## config.mk

```make
export PLATFORM = sky130hd
export DESIGN_NAME = dds_phase_2ch
export DESIGN_NICKNAME = d
export VERILOG_FILES = /design/src/rtl/dds_phase_2ch.sv
export SDC_FILE = /design/constraint.sdc
export NUM_CORES = 1
export LEC_CHECK = 0
export CORE_MARGIN = 4
export CORE_UTILIZATION = 51
export CTS_CLUSTER_DIAMETER = 60
export CTS_CLUSTER_SIZE = 28
export DETAILED_ROUTE_END_ITERATION = 8
export GPL_TIMING_DRIVEN = 0
export HOLD_SLACK_MARGIN = 0.12
export PLACE_DENSITY = 0.72
export SLEW_MARGIN = 20
export SYNTH_ARGS = -nofsm -noshare
export SYNTH_HDL_FRONTEND = slang
export SYNTH_SLANG_ARGS = --single-unit
export TNS_END_PERCENT = 100
```

## constraint.sdc

```tcl
create_clock -name i_clk -period 9.3 [get_ports i_clk]
set_input_delay 0.93 -clock i_clk [delete_from_list [all_inputs] [get_ports i_clk]]
set_output_delay 0.93 -clock i_clk [all_outputs]
set_load 0.02 [all_outputs]
```

## src/rtl/dds_phase_2ch.sv

```systemverilog
// ---------------------------------------------------------------------------
// dds_phase_2ch
//
// Two-channel DDS phase accumulator that drives a 2-channel sine ROM.
// Channel A addresses the raw accumulator phase; channel B addresses the
// same phase plus a programmable offset (a quarter turn by default, which
// gives quadrature outputs).
//
// The tuning word and the offset are written through a valid/ready
// handshake into a one-entry shadow register. The shadow is committed
// either on the next sample tick (SYNC_UPDATE = 0) or on the next tick
// that wraps the phase, or on i_sync (SYNC_UPDATE = 1). This makes
// frequency and phase changes glitch-free.
//
// Ports
//   i_clk        clock, single domain
//   i_rst_n      asynchronous active-low reset
//   i_en         sample tick (one-cycle pulse); advances the phase
//   i_sync       synchronous phase clear; has priority over i_en
//   i_cfg_valid  config word valid
//   o_cfg_ready  shadow register free (registered)
//   i_cfg_sel    0 = tuning word, 1 = phase offset
//   i_cfg_data   config value
//   o_addr_a     channel A ROM address (registered)
//   o_addr_b     channel B ROM address (registered)
//   o_rom_en     ROM read enable pulse (registered)
//   o_wrap       accumulator overflowed on this update (registered)
// ---------------------------------------------------------------------------
module dds_phase_2ch #(
    parameter int                   ACC_WIDTH   = 16,
    parameter int                   ADDR_WIDTH  = 9,
    parameter logic [ACC_WIDTH-1:0] FTW_INIT    = 16'h0080,
    parameter logic [ACC_WIDTH-1:0] POFF_INIT   = 16'h4000,
    parameter bit                   SYNC_UPDATE = 1'b1
) (
    input  logic                  i_clk,
    input  logic                  i_rst_n,
    input  logic                  i_en,
    input  logic                  i_sync,
    input  logic                  i_cfg_valid,
    output logic                  o_cfg_ready,
    input  logic                  i_cfg_sel,
    input  logic [ACC_WIDTH-1:0]  i_cfg_data,
    output logic [ADDR_WIDTH-1:0] o_addr_a,
    output logic [ADDR_WIDTH-1:0] o_addr_b,
    output logic                  o_rom_en,
    output logic                  o_wrap
);

    localparam logic [ADDR_WIDTH-1:0] ADDR_B_INIT = POFF_INIT[ACC_WIDTH-1 -: ADDR_WIDTH];

    typedef enum logic [0:0] {
        S_IDLE    = 1'b0,
        S_PENDING = 1'b1
    } state_t;

    state_t                  state_q, state_d;
    logic [ACC_WIDTH-1:0]    acc_q, acc_d;
    logic [ACC_WIDTH-1:0]    ftw_q, ftw_d;
    logic [ACC_WIDTH-1:0]    poff_q, poff_d;
    logic [ACC_WIDTH-1:0]    shadow_val_q, shadow_val_d;
    logic                    shadow_sel_q, shadow_sel_d;
    logic [ADDR_WIDTH-1:0]   addr_a_q, addr_a_d;
    logic [ADDR_WIDTH-1:0]   addr_b_q, addr_b_d;
    logic                    rom_en_q, rom_en_d;
    logic                    wrap_q, wrap_d;
    logic                    cfg_ready_q, cfg_ready_d;

    logic                    xfer_s;
    logic                    commit_s;
    logic                    upd_wrap_s;
    logic [ACC_WIDTH:0]      sum_s;
    logic [ACC_WIDTH-1:0]    phase_b_s;

    // Handshake, carry-extended phase sum and the commit event.
    always_comb begin
        xfer_s     = i_cfg_valid & cfg_ready_q;
        sum_s      = {1'b0, acc_q} + {1'b0, ftw_q};
        // Only a real phase update (not a sync) can signal a wrap.
        upd_wrap_s = i_en & ~i_sync & sum_s[ACC_WIDTH];
        if (state_q == S_PENDING) begin
            commit_s = SYNC_UPDATE ? (i_sync | upd_wrap_s) : i_en;
        end else begin
            commit_s = 1'b0;
        end
    end

    // FSM state register.
    always_ff @(posedge i_clk or negedge i_rst_n) begin
        if (!i_rst_n) begin
            state_q <= S_IDLE;
        end else begin
            state_q <= state_d;
        end
    end

    // FSM next-state logic: accept in IDLE, wait for the commit in PENDING.
    always_comb begin
        state_d = state_q;
        case (state_q)
            S_IDLE:    state_d = xfer_s   ? S_PENDING : S_IDLE;
            S_PENDING: state_d = commit_s ? S_IDLE    : S_PENDING;
            default:   state_d = S_IDLE;
        endcase
    end

    // FSM output logic: ready is registered and reflects the state being entered.
    always_comb begin
        if (state_d == S_IDLE) begin
            cfg_ready_d = 1'b1;
        end else begin
            cfg_ready_d = 1'b0;
        end
    end

    // Shadow capture, config commit and the phase/address update.
    always_comb begin
        shadow_val_d = shadow_val_q;
        shadow_sel_d = shadow_sel_q;
        ftw_d        = ftw_q;
        poff_d       = poff_q;
        acc_d        = acc_q;
        addr_a_d     = addr_a_q;
        addr_b_d     = addr_b_q;
        rom_en_d     = 1'b0;
        wrap_d       = 1'b0;
        phase_b_s    = {ACC_WIDTH{1'b0}};

        if (xfer_s) begin
            shadow_val_d = i_cfg_data;
            shadow_sel_d = i_cfg_sel;
        end else begin
            shadow_val_d = shadow_val_q;
            shadow_sel_d = shadow_sel_q;
        end

        // A committed tuning word only affects the next tick (the sum above
        // already uses ftw_q), whereas a committed offset is used right away
        // because the channel-B address below is built from poff_d.
        if (commit_s) begin
            if (shadow_sel_q) begin
                poff_d = shadow_val_q;
            end else begin
                ftw_d = shadow_val_q;
            end
        end else begin
            ftw_d  = ftw_q;
            poff_d = poff_q;
        end

        if (i_sync) begin
            acc_d     = {ACC_WIDTH{1'b0}};
            phase_b_s = poff_d;
            addr_a_d  = {ADDR_WIDTH{1'b0}};
            addr_b_d  = phase_b_s[ACC_WIDTH-1 -: ADDR_WIDTH];
            rom_en_d  = 1'b1;
            wrap_d    = 1'b0;
        end else if (i_en) begin
            acc_d     = sum_s[ACC_WIDTH-1:0];
            phase_b_s = acc_d + poff_d;
            addr_a_d  = acc_d[ACC_WIDTH-1 -: ADDR_WIDTH];
            addr_b_d  = phase_b_s[ACC_WIDTH-1 -: ADDR_WIDTH];
            rom_en_d  = 1'b1;
            wrap_d    = sum_s[ACC_WIDTH];
        end else begin
            acc_d     = acc_q;
            addr_a_d  = addr_a_q;
            addr_b_d  = addr_b_q;
            rom_en_d  = 1'b0;
            wrap_d    = 1'b0;
        end
    end

    // Datapath and output registers.
    always_ff @(posedge i_clk or negedge i_rst_n) begin
        if (!i_rst_n) begin
            acc_q        <= {ACC_WIDTH{1'b0}};
            ftw_q        <= FTW_INIT;
            poff_q       <= POFF_INIT;
            shadow_val_q <= {ACC_WIDTH{1'b0}};
            shadow_sel_q <= 1'b0;
            addr_a_q     <= {ADDR_WIDTH{1'b0}};
            addr_b_q     <= ADDR_B_INIT;
            rom_en_q     <= 1'b0;
            wrap_q       <= 1'b0;
            cfg_ready_q  <= 1'b1;
        end else begin
            acc_q        <= acc_d;
            ftw_q        <= ftw_d;
            poff_q       <= poff_d;
            shadow_val_q <= shadow_val_d;
            shadow_sel_q <= shadow_sel_d;
            addr_a_q     <= addr_a_d;
            addr_b_q     <= addr_b_d;
            rom_en_q     <= rom_en_d;
            wrap_q       <= wrap_d;
            cfg_ready_q  <= cfg_ready_d;
        end
    end

    assign o_cfg_ready = cfg_ready_q;
    assign o_addr_a    = addr_a_q;
    assign o_addr_b    = addr_b_q;
    assign o_rom_en    = rom_en_q;
    assign o_wrap      = wrap_q;

endmodule

```

==> key figures, run 1 <==
Status
  • Status: finished, final reports clean

STA
  • Achievable Freq: 179.0 MHz
  • Final setup fails: 0
  • Tightest Pin Transition: 0.8368 ns
  • TNS Setup: 0 ns
  • Slew headroom: between 40% and 50%
  • Smallest hold slack: slightly above 0.5 ns
  • RSZ-0062 raised after global routing: no
  • Crit path time final: 5.587 ns
  • Slew Viols, Final: 0
  • Final Skew: 0.01467 ns
  • Hold Fails Final Rpt: 0
  • Crit share post-route: between 60% and 70%

Die
  • Die extent in y: 103.2 um
  • Core ar.: 8763 um^2
  • Die area: ~11000 um^2
  • Num rows: 34
  • Die Wd: 103.2 um
  • Initial Util: between 50% and 60%
  • Io pins: 43

Detailed routing
  • DR pass1 iterations: 4
  • Post-Route WL: 10500 um
  • Final ANT Viol Nets: 0
  • Wire per inst: approximately 18 um
  • Vias post-DR: around 3400
  • Iter 0 DRT Violations: 107
  • Via/cell ratio: about 5.7
  • DRC viols: 0

GRT
  • GRT Overall Usage: 21.22%
  • Largest net degree at the start of global routing: 41
  • Gr ovfl total: 0
  • Initial antenna violation count: 0
  • Vias in the first global route: between 3000 and 4000
  • Global-route wire length before repair: between 15000 and 20000 um

Worst hold path
  • Worst Hold Launch: ftw_q[5]$_DFFE_PN0P_
  • Hold Path Class: register to register

Critical path
  • Worst EP required: approximately 9.6 ns
  • CP Launch Type: register
  • Crit path launch: acc_q[0]$_DFFE_PN0P_
  • CP endpoint kind: register
  • Critical Path AT: about 5.8 ns
  • Worst R2R Start: acc_q[0]$_DFFE_PN0P_
  • Worst Setup Path Type: register to register
  • Critical Path Fanout Max: 10

Yosys
  • Simple-gate share of the synthesized area: 11.96%
  • Area share of fa/ha/maj cells after synthesis: 8.552%
  • XOR/XNOR Fraction of Synth Area: 4.168%
  • Cells after synthesis: 434
  • Mapped Area: 4623 um^2
  • Synth area leaders: dfrtp_1 40%, mux2_2 11%, ha_1 8.1%, nand2_1 3.1%, mux2i_1 3.0%
  • Post-synth cell types: 62
  • Top-count cell post-synth: dfrtp_1
  • Post-Syn Area per Cell: 10.65 um^2
  • Largest family of logic cells by synthesized area: multiplexers
  • Yosys warning total: 0
  • Sequential share of the synthesized area: a little over two fifths
  • Syn Nets: about 490
  • Ys flop type: dfrtp_1
  • Proportion of synthesized area in mux cells: between 10% and 20%
  • Top-area cell type share of the netlist area: 40.05%
  • Top cells by count, synth: 74 x dfrtp_1, 47 x mux2_2, 38 x nand2_1, 37 x nor2_1, 30 x ha_1
  • Leading area contributor after synthesis: dfrtp_1
  • Ys async rst share: 100.0%
  • Flops & latches, synth: 78
  • Number of synthesized flops with an enable pin: 0
  • Compound-gate portion of the synthesized area: 14.29%

Clocking
  • CTS tree: done
  • Clock transition at path regs: 0.09 ns
  • Htree depth: 3
  • Post_cts resized: 0
  • # Post-CTS Setup Buffers: 0
  • Root buffer cell: clkbuf_8
  • Clock Path Buffers: 2
  • Hold buffers post-CTS: 0
  • Clk sinks: slightly below 80
  • Total CTS buffers: 9
  • Worst-Skew Late Latency: 0.36 ns

Job
  • Max-cap violation count: 0

Final layout
  • Nets@finish: 540
  • Synthesis-to-layout area growth: 17.00%
  • Register Area: ~2000 um^2
  • Fill cell count: 756
  • Antenna cells: 0
  • Post-Route Utilization: roughly 62%
  • Area occupied by multi-input gates: 2494 um^2
  • Share of layout cells above drive strength 1: 20.53%
  • Cell area after layout: 5409 um^2

Place
  • DP Wirelength: 7912 um
  • Last weighted congestion value of the routability-driven placer: 0.8990
  • Port Buffers: 41
  • Placed inst area: about 5200 um^2
==> metrics by stage <==
stage / worst slack [ns] / cells
after floorplan: 4.775 / 434
after global routing: 3.350 / 600
after global placement: 3.764 / 583
final: 3.713 / 600
after CTS: 3.731 / 600
after detailed placement: 3.694 / 584
==> path summary, 6_finish.rpt <==
check / endpoint / slack [ns] / cells after the start
min in group asynchronous: shadow_val_q[2]$_DFFE_PN0P_ / 0.54 / 1
max in group asynchronous: ftw_q[7]$_DFFE_PN1P_ / 8.10 / 2
worst min register to register: ftw_q[5]$_DFFE_PN0P_ / 0.51 / 2
worst max register to register: o_addr_b[8]$_DFFE_PN0P_ / 3.71 / 20
worst min-delay path: ftw_q[5]$_DFFE_PN0P_ / 0.51 / 2
worst max-delay path: o_addr_b[8]$_DFFE_PN0P_ / 3.71 / 20
==> critical path, cell delays in order, from the launching register on <==
cell and delay (ns):
dfrtp_1 0.36, ha_1 0.17, inv_1 0.06, fa_1 0.41
nand2b_1 0.20, a21oi_2 0.27, o21ai_4 0.12, o211a_4 0.30
nor2_4 0.28, buf_1 0.67, mux2_2 0.44, ha_1 0.29
and4_1 0.28, nand2_1 0.07, nor3_1 0.22, o21ai_0 0.14
o2bb2ai_1 0.20, o31ai_1 0.49, a221o_1 0.26, nor3_1 0.06
nand3b_1 0.16
==> per-layer routing <==
layer | part of all wire [%] | global-route usage [%] | up-vias
li1 | - | - | 1658
met1 | 48 | 29.93 | 1670
met2 | 47 | 33.74 | 53
met3 | 4.0 | 3.890 | 9
met4 | 1.1 | 5.976 | 0
met5 | 0 | 0 | -
==> sequential cells by signal (all words and copies together) (netlist names) <==
name and count:
shadow_val_q 16, o_wrap 1, ftw_q 16, o_rom_en 1, o_addr_b 9, shadow_sel_q 1, acc_q 16, poff_q 16
o_cfg_ready 1, state_q 1
==> logic make-up after synthesis <==
group,after synthesis
flops,78
xor+xnor,22
simple gates,117
fa+ha+maj,31
compound gates,89
mux,62
buf+inv,35
==> cell usage in the layout, fill, tap and decap left out, types with 3 or more instances in the layout <==
| cell | n |
|---|---|
| dfrtp_1 | 74 |
| mux2_2 | 47 |
| clkdlybuf4s50_1 | 40 |
| nand2_1 | 38 |
| nor2_1 | 37 |
| ha_1 | 30 |
| a21oi_1 | 20 |
| xnor2_1 | 16 |
| inv_1 | 15 |
| mux2i_1 | 14 |
| buf_4 | 11 |
| o21ai_0 | 10 |
| clkbuf_8 | 10 |
| a21o_1 | 8 |
| nor3_1 | 8 |
| xor2_1 | 6 |
| clkbuf_1 | 6 |
| nand2b_1 | 5 |
| a21oi_2 | 5 |
| nand3_1 | 5 |
| o21ai_1 | 5 |
| nor2b_1 | 4 |
| a22oi_1 | 4 |
| and3_1 | 4 |
| dfstp_2 | 4 |
| o211ai_1 | 3 |
| buf_1 | 3 |
| o21bai_1 | 3 |
| nand3b_1 | 3 |
| a2bb2oi_1 | 3 |
==> cell type report <==
type	count	share of cell area [%]
timing repair buffer	42	7.911
multi-input combinational	321	46.10
clock buffer	11	2.614
buffer	19	2.036
sequential	78	36.18
inverter	16	1.157
clock inverter	5	1.504
tap	108	2.498
Power of run 1 is not shown: default switching activity piles up to over one toggle a cycle in this logic, so the estimate is an artifact.
==> inputs of run 2 (changes only) <==
==> constraint.sdc (replaced) <==
create_clock -name i_clk -period 5.7 [get_ports i_clk]
set_input_delay 0.57 -clock i_clk [delete_from_list [all_inputs] [get_ports i_clk]]
set_output_delay 0.57 -clock i_clk [all_outputs]
set_load 0.02 [all_outputs]
==> run 2 against run 1 <==
Compared with the run above: first-iteration DRC count increased by 2.8%; critical path depth did not move; highest routed layer unchanged; sequential share of layout area about the same; register-to-register slack got worse by 3.3 ns; global-route usage did not move; non-clock buffer count did not move; hold slack worse by 0.33 ns; core utilization about the same; critical endpoint unchanged.
==> key figures, run 2 (synthesis gave the netlist of run 1 again) <==
Status
  • Status: finished, final reports clean

Detailed routing
  • Wire per inst: 17.49 um (about the same)
  • DRC viols: 0 (unchanged)
  • Final ANT Viol Nets: 0 (unchanged)
  • Vias post-DR: 3379 (-0.32%)
  • Post-Route WL: 10500 um (about the same)
  • DR pass1 iterations: 4 (unchanged)
  • Iter 0 DRT Violations: 110 (+2.8%)
  • Via/cell ratio: 5.632 (-0.32%)

GRT
  • Initial antenna violation count: 0 (unchanged)
  • Vias in the first global route: 3373 (unchanged)
  • Global-route wire length before repair: 17110 um (unchanged)
  • GRT Overall Usage: 21.22% (unchanged)
  • Largest net degree at the start of global routing: 41 (unchanged)
  • Gr ovfl total: 0 (unchanged)

STA
  • Final setup fails: 0 (unchanged)
  • Achievable Freq: 188.7 MHz (+5.4%)
  • TNS Setup: 0 ns (unchanged)
  • Final Skew: 0.01426 ns (-0.0004158 ns)
  • Crit path time final: 5.299 ns (-0.2881 ns)
  • RSZ-0062 raised after global routing: no
  • Smallest hold slack: 0.1789 ns (-0.3270 ns)
  • Hold Fails Final Rpt: 0 (unchanged)
  • Crit share post-route: 92.97% (+33 points)
  • Tightest Pin Transition: 0.8348 ns (-0.001937 ns)
  • Slew headroom: 44.34% (+0.13 points)
  • Slew Viols, Final: 0 (unchanged)

Clocking
  • Hold buffers post-CTS: 0 (unchanged)
  • Clock Path Buffers: 2 (unchanged)
  • Total CTS buffers: 9 (unchanged)
  • Worst-Skew Late Latency: 0.36 ns (about the same)
  • CTS tree: done
  • Root buffer cell: clkbuf_8
  • Clk sinks: 78 (unchanged)
  • Clock transition at path regs: 0.09 ns (about the same)
  • Htree depth: 3 (unchanged)

Final layout
  • Synthesis-to-layout area growth: 17.02% (about the same)
  • Antenna cells: 0 (unchanged)
  • Post-Route Utilization: 61.74% (about the same)
  • Share of layout cells above drive strength 1: 20.73% (+0.20 points)
  • Nets@finish: 540 (unchanged)
  • Commonest cells after routing, fill and taps aside: 74 x dfrtp_1, 47 x mux2_2, 40 x clkdlybuf4s50_1
  • Most common cell after layout, fill and taps aside: dfrtp_1

Critical path
  • Crit path launch: acc_q[0]$_DFFE_PN0P_
  • Critical Path AT: 5.55 ns (-0.29 ns)
  • CP max-delay cell: o31ai_1
  • CP endpoint kind: register
  • Worst EP required: 5.95 ns (-3.60 ns)
  • Worst R2R Start: acc_q[0]$_DFFE_PN0P_
  • CP delay by family, top: compound AO/OA/AOI/OAI gates
  • Crit path largest cell delay: 0.49 ns (-0.18 ns)
  • CP Buf/Inv Count: 2 (unchanged)
  • Crit path cell chain: ha_1, inv_1, fa_1, nand2b_1, a21oi_2, o21ai_4, o211a_4, nor2_4, clkbuf_2, mux2_2, ha_1, and4_1, nand2_1, nor3_1, o21ai_0, o2bb2ai_1, o31ai_1, a221o_1, nor3_1, nand3b_1
  • Critical Path Fanout Max: 10 (unchanged)
  • CP Launch Type: register
  • Worst Setup Path Type: register to register

Worst hold path
  • Hold Path Class: primary input to asynchronous set/reset pin

Die
  • Io pins: 43 (unchanged)
  • Num rows: 34 (unchanged)
  • Core ar.: 8763 um^2 (unchanged)
  • Die area: 10650 um^2 (unchanged)
  • Die extent in y: 103.2 um (unchanged)
  • Initial Util: 52.76% (unchanged)
  • Die Wd: 103.2 um (unchanged)

Job
  • Max-cap violation count: 0 (unchanged)

Place
  • Port Buffers: 41 (unchanged)
  • DP Wirelength: 7912 um (unchanged)
  • Last weighted congestion value of the routability-driven placer: 0.8990 (unchanged)
## run 2: changes by cell type in the layout (fill, tap and decap cells not counted)
cell,change
buf_1,-1
clkbuf_2,+1
## run 2: cell type report
| type | count | area, um^2 |
|---|---|---|
| clock inverter | 5 | 81.33 |
| buffer | 19 | 111.4 |
| multi-input combinational | 321 | 2494 |
| tap | 108 | 135.1 |
| inverter | 16 | 62.56 |
| clock buffer | 11 | 141.4 |
| fill | 756 | 3353 |
| timing repair buffer | 42 | 427.9 |
| sequential | 78 | 1957 |
## run 2: worst register-to-register path, cell delays in order (launching register included)
cell,delay (ns)
dfrtp_1,0.36
ha_1,0.17
inv_1,0.06
fa_1,0.41
nand2b_1,0.20
a21oi_2,0.27
o21ai_4,0.12
o211a_4,0.30
nor2_4,0.28
clkbuf_2,0.42
mux2_2,0.41
ha_1,0.29
and4_1,0.28
nand2_1,0.07
nor3_1,0.22
o21ai_0,0.14
o2bb2ai_1,0.20
o31ai_1,0.49
a221o_1,0.26
nor3_1,0.06
nand3b_1,0.16
## run 2: metrics by stage
| step | instance area [um^2] | cells | worst slack [ns] |
|---|---|---|---|
| floorplan | 4623 | 434 | 1.175 |
| global placement | 5169 | 583 | 0.2681 |
| detailed placement | 5186 | 584 | 0.1557 |
| CTS | 5409 | 600 | 0.1308 |
| global route | 5410 | 600 | 0.03160 |
| finish | 5410 | 600 | 0.4008 |
## run 2: final timing paths
kind	depth (start not counted)	end	slack [ns]
max	20	o_addr_b[8]$_DFFE_PN0P_	0.40
max in group asynchronous	2	ftw_q[7]$_DFFE_PN1P_	4.86
min	1	shadow_val_q[2]$_DFFE_PN0P_	0.18
max reg2reg	20	o_addr_b[8]$_DFFE_PN0P_	0.40
min in group i_clk	2	ftw_q[5]$_DFFE_PN0P_	0.51
min reg2reg	2	ftw_q[5]$_DFFE_PN0P_	0.51
## run 2: metal layers
layer  share of wire [%]  track usage, %  up-vias
li1                    -               -     1657
met1                  49           29.93     1665
met2                  47           33.74       48
met3                 3.5           3.890        9
met4                 1.1           5.976        0
met5                   0               0        -
## run 2: what timing repair did
item                                    in CTS  in global routing
endpoints found under the setup margin       0                  1
buffers inserted                             0                  0
resized for setup                            0                  1
Power of run 2 is left out for the same reason.
